==> config.mk <==
export PLATFORM = sky130hd
export DESIGN_NAME = memory_arbiter
export DESIGN_NICKNAME = d
export VERILOG_FILES = /design/src/rtl/cpu_types_pkg.sv /design/src/rtl/arb_fair_counter.sv /design/src/rtl/memory_arbiter.sv
export SDC_FILE = /design/constraint.sdc
export NUM_CORES = 1
export LEC_CHECK = 0
export CAP_MARGIN = 30
export CORE_AREA = 2 2 102 104
export DETAILED_ROUTE_END_ITERATION = 12
export DIE_AREA = 0 0 104 106
export GPL_TIMING_DRIVEN = 0
export SYNTH_ARGS = -nofsm -noshare
export SYNTH_HDL_FRONTEND = slang
export SYNTH_SLANG_ARGS = --single-unit
==> constraint.sdc <==
create_clock -name CLK -period 1.4 [get_ports CLK]
set_input_delay 0.28 -clock CLK [delete_from_list [all_inputs] [get_ports CLK]]
set_output_delay 0.28 -clock CLK [all_outputs]
set_load 0.02 [all_outputs]
==> src/rtl/cpu_types_pkg.sv <==
`default_nettype none
// +----------------------------------------------------------------------+
// | cpu_types_pkg                                                        |
// | Shared CPU word, RAM handshake and memory arbiter state types.       |
// | Revision: 1.0                                                        |
// +----------------------------------------------------------------------+
package cpu_types_pkg;

   typedef logic [31:0] word_t;

   typedef enum logic [1:0] {
      FREE   = 2'b00,
      BUSY   = 2'b01,
      ACCESS = 2'b10,
      ERROR  = 2'b11
   } ramstate_t;

   typedef enum logic [1:0] {
      IDLE   = 2'b00,
      IGRANT = 2'b01,
      DGRANT = 2'b10
   } arb_state_t;

   // RAM has not finished yet and has not failed: the grant must be held.
   function automatic logic ram_pending(input ramstate_t s);
      return (s == FREE) || (s == BUSY);
   endfunction

endpackage
`default_nettype wire

==> src/rtl/arb_fair_counter.sv <==
`default_nettype none
// +----------------------------------------------------------------------+
// | arb_fair_counter                                                     |
// | Saturating count of data grants taken while an instruction waits.    |
// | Revision: 1.0                                                        |
// +----------------------------------------------------------------------+
module arb_fair_counter #(
   parameter int STARVE_MAX = 4
) (
   input  logic CLK,
   input  logic nRST,
   input  logic inc,
   input  logic clr,
   output logic starved
);

   localparam int               c_cw        = $clog2(STARVE_MAX + 1);
   localparam logic [c_cw-1:0]  c_count_max = c_cw'(STARVE_MAX);

   logic [c_cw-1:0] r_count;

   always_ff @(posedge CLK, negedge nRST) begin
      if (!nRST) begin
         r_count <= '0;
      end else if (clr) begin
         r_count <= '0;
      end else if (inc && (r_count != c_count_max)) begin
         r_count <= r_count + 1'b1;
      end
   end

   assign starved = (r_count == c_count_max);

endmodule
`default_nettype wire

==> src/rtl/memory_arbiter.sv <==
`default_nettype none
// +----------------------------------------------------------------------+
// | memory_arbiter                                                       |
// | Shares one RAM port between instruction and data requesters.        |
// | Define MEMORY_ARBITER_FAIRNESS_EN to bound instruction starvation.   |
// | Revision: 1.0                                                        |
// +----------------------------------------------------------------------+
module memory_arbiter
   import cpu_types_pkg::*;
#(
   parameter int STARVE_MAX = 4
) (
   input  logic      CLK,
   input  logic      nRST,
   input  logic      iREN,
   input  word_t     iaddr,
   output logic      iwait,
   output word_t     iload,
   input  logic      dREN,
   input  logic      dWEN,
   input  word_t     daddr,
   input  word_t     dstore,
   output logic      dwait,
   output word_t     dload,
   output logic      ramREN,
   output logic      ramWEN,
   output word_t     ramaddr,
   output word_t     ramstore,
   input  word_t     ramload,
   input  ramstate_t ramstate
);

   arb_state_t r_state;
   arb_state_t w_next_state;
   logic       w_dreq;
   logic       w_force_i;

   assign w_dreq = dREN | dWEN;

`ifdef MEMORY_ARBITER_FAIRNESS_EN
   logic w_starved;
   logic w_fair_inc;
   logic w_fair_clr;

   assign w_fair_inc = (r_state == IDLE) && (w_next_state == DGRANT) && iREN;
   assign w_fair_clr = (r_state == IDLE) && ((w_next_state == IGRANT) || !iREN);

   arb_fair_counter #(
      .STARVE_MAX (STARVE_MAX)
   ) u_fair_counter (
      .CLK     (CLK),
      .nRST    (nRST),
      .inc     (w_fair_inc),
      .clr     (w_fair_clr),
      .starved (w_starved)
   );

   assign w_force_i = w_starved && iREN;
`else
   logic [31:0] w_unused_starve_max;

   assign w_unused_starve_max = STARVE_MAX;
   assign w_force_i           = 1'b0;
`endif

   always_ff @(posedge CLK, negedge nRST) begin
      if (!nRST) begin
         r_state <= IDLE;
      end else begin
         r_state <= w_next_state;
      end
   end

   // Outputs follow the state and the live requester inputs; nothing is latched.
   always_comb begin
      w_next_state = r_state;
      ramREN       = 1'b0;
      ramWEN       = 1'b0;
      ramaddr      = '0;
      ramstore     = '0;
      iload        = '0;
      dload        = '0;
      iwait        = 1'b1;
      dwait        = 1'b1;
      case (r_state)
         IDLE: begin
            if (w_dreq && !w_force_i) begin
               w_next_state = DGRANT;
            end else if (iREN) begin
               w_next_state = IGRANT;
            end
         end
         IGRANT: begin
            ramREN  = iREN;
            ramaddr = iaddr;
            iload   = ramload;
            iwait   = !(iREN && (ramstate == ACCESS));
            if (!(iREN && ram_pending(ramstate))) begin
               w_next_state = IDLE;
            end
         end
         DGRANT: begin
            ramREN   = dREN & ~dWEN;
            ramWEN   = dWEN;
            ramaddr  = daddr;
            ramstore = dstore;
            dload    = ramload;
            dwait    = !(w_dreq && (ramstate == ACCESS));
            if (!(w_dreq && ram_pending(ramstate))) begin
               w_next_state = IDLE;
            end
         end
         default: begin
            w_next_state = IDLE;
         end
      endcase
   end

endmodule
`default_nettype wire

==> impl_results.md <==
* Crit path kind: reg -> out
* CTS tree: done
* Ratio of cells with drive above 1 in the final layout at 69.6%
* Place WS at -0.844 ns
* Fillers at 911
* Layout area overhead at 310%
* Clock skew at 0.000607 ns
* Htree depth at 1
* Crit path DAT at 1.56 ns
* Yosys warning total at 0
* First DRT Iteration DRCs at 66
* Biggest regs: r_state x2
* Max-Cap Viols at 0
* Die area at 0.0110 sq mm
* Core area at 0.0100 sq mm
* Initial Utilization at 13.8%
* Clock buffer depth at 2
* Post-synth top area share at 44.3%
* First-pass GRT wire length at 16.6 mm
* Ports at 267
* Commonest cells post-synth: and2_1 (98), nor2b_1 (34), a22oi_1 (32), clkbuf_1 (9), buf_2 (7)
* Initial antenna violation count at 0
* CP Cell Sequence: inv_2 -> ha_4 -> buf_16 -> buf_12 -> nand2_4 -> o21ai_2 -> and2_4 -> buf_6
* Main synth FF type: dfrtp_1
* Diodes inserted at 0
* Largest net degree at the start of global routing at 11
* Die Ht at 106 um
* Reg-to-Reg End: r_state[1]$_DFFE_PN0P_
* Maximum VDD drop at 0.900 mV
* TritonCTS Buffers at 3
* Hold-fix buffers, CTS at 0
* Failing checks: setup timing
* Slew HR at 85.0%
* Fin. max-slew vios at 0
* TNS Setup at -48.08 ns
* Vias in the first global route at 2871
* Final setup vio count at 133
* Area of the multi-input gates at 0.00188 sq mm
* Synth Instances at 209
* Mapped Nets at 347
* Register area share after synthesis at 3.62%
* Critical Path Fanout Max at 5
* Post-route ant nets at 0
* Post-placement cell count at 611
* WL final at 11.0 mm
* # clock sinks at 2
* Synth async-reset ratio at 100%
* Die span in x at 104 um
* Final Hold Vio Count at 0
* Seq. cell area at 50.0 sq um
* CP endpoint kind: output pin
* Largest cells by area after synthesis: and2_1 (44%), a22oi_1 (17%), nor2b_1 (15%), dfrtp_1 (3.6%), ha_1 (2.7%)
* EDFF count, synth at 0
* Period minus WS final at 1.84 ns
* Via density at 4.19
* Mean post-synth cell area at 6.62 sq um
* Final Power at 0.00833 W
* Critical Path RT at 1.12 ns
* End point of the critical path: ramREN
* Status: finished with violations
* Post-DP HPWL at 8.63 mm
* Largest delay share family, worst path: buffers and inverters
* Fin nets at 640
* Worst reg2reg setup slack at -0.10 ns
* Crit path max-delay cell type: dfrtp_1
* Final worst setup slack at -0.444 ns
* Reg2reg path depth at 8
* Final worst-path cycle share at 132%
* Number of flip-flops in the largest register at 2
* Skew-Pair Late Insertion Delay at 0.21 ns
* Register with the most flip-flops: r_state
* IO Port Bufs at 266
* CP startpoint: r_state[0]$_DFFE_PN0P_
* Actual transition at the worst max-transition pin at 0.225 ns
* Critical path depth at 8
* Bufs and invs on worst path at 4
* PwrDens at 1470 mW/mm^2
* HP Class: in -> async
* Yosys top cell by area: and2_1
* All-Layer GR Usage at 18.9%
* Netlist Area Pre-Place at 0.00138 sq mm
* Most frequent cell after synthesis: and2_1
* DR DRC count at 0
* Fmax at 0.542 GHz
* Yosys reg bits at 2
* Post-DR wirelength/cell at 17.3 um
* Critical path's largest stage delay at 0.38 ns
* Drt first pass iters at 4
* Placer Congestion at 0.782
* Startpoint types: flop
* Fin cells at 636
* CTS Root Cell: clkbuf_8
* FF-to-FF Start: r_state[0]$_DFFE_PN0P_
* GR Overflow Total at 0
* Via count at 2663
* Lkg Pwr at 2.43 nW
* Yosys cell types at 23
* Row count at 37
* RSZ-0062 raised after global routing: yes
* Clk slew on worst S/H paths at 0.03 ns
* Final core occ at 56.7%
==> area by class of cell <==
| type | instances | area share [%] |
|---|---|---|
| repair buffers | 288 | 55.1 |
| clock buffers | 3 | 0.728 |
| flip-flops and latches | 2 | 0.883 |
| inverters | 2 | 0.132 |
| plain buffers | 21 | 7.04 |
| well taps | 136 | 3.00 |
| multi-input cells | 184 | 33.1 |
==> layer usage <==
layer	track usage, %	wire [um]	part of all wire (%)
met5	0	0	0
met1	19.8	3840	35
met2	38.1	6230	57
met4	3.67	191	1.7
met3	4.54	757	6.9
==> per-stage QoR <==
step,area [sq um],hold slack [ns]
floorplan,1880,-0.0156
global placement,4720,0.450
detailed placement,4720,0.457
CTS,5400,0.234
global route,5670,0.243
finish,5670,0.238
==> how the worst min path moves through the flow <==
stage	startpoint	to	slack [ns]
2_1_floorplan	nRST	r_state[0]$_DFFE_PN0P_	-0.02
3_3_place_gp	nRST	r_state[0]$_DFFE_PN0P_	0.45
3_5_place_dp	nRST	r_state[1]$_DFFE_PN0P_	0.46
4_1_cts	nRST	r_state[1]$_DFFE_PN0P_	0.23
5_1_grt	nRST	r_state[1]$_DFFE_PN0P_	0.24
6_report	nRST	r_state[0]$_DFFE_PN0P_	0.24
==> power by group <==
group / internal, W / switching [W]
registers: 0.0000752 / 0.0000218
clock network: 0.000182 / 0.0000427
logic: 0.00474 / 0.00328
==> layout by cell type, fill, tap and decap left out, drive strengths merged, types with 3 or more instances in the layout <==
cell	Yosys	routed
a22oi	32	32
and2	98	98
nand3	3	3
clkbuf	11	11
nor2b	34	34
clkdlybuf4s50	0	132
clkdlybuf4s15	0	3
ha	3	3
o21ai	4	4
buf	10	164
==> logic make-up after synthesis <==
| logic type | count (synthesis) | synth area share [%] |
|---|---|---|
| fa+ha+maj | 3 | 2.71 |
| simple gates | 141 | 63.7 |
| compound gates | 40 | 21.5 |
| buf+inv | 23 | 8.41 |
| flops | 2 | 3.62 |
==> timing repair <==
item | CTS | global route
gates resized for setup | 822 | 109
pin swaps | 33 | 11
setup endpoints to repair | 134 | 134
gates cloned | 11 | 0
buffers inserted | 10 | 3
(Power assumes the default switching activity.)
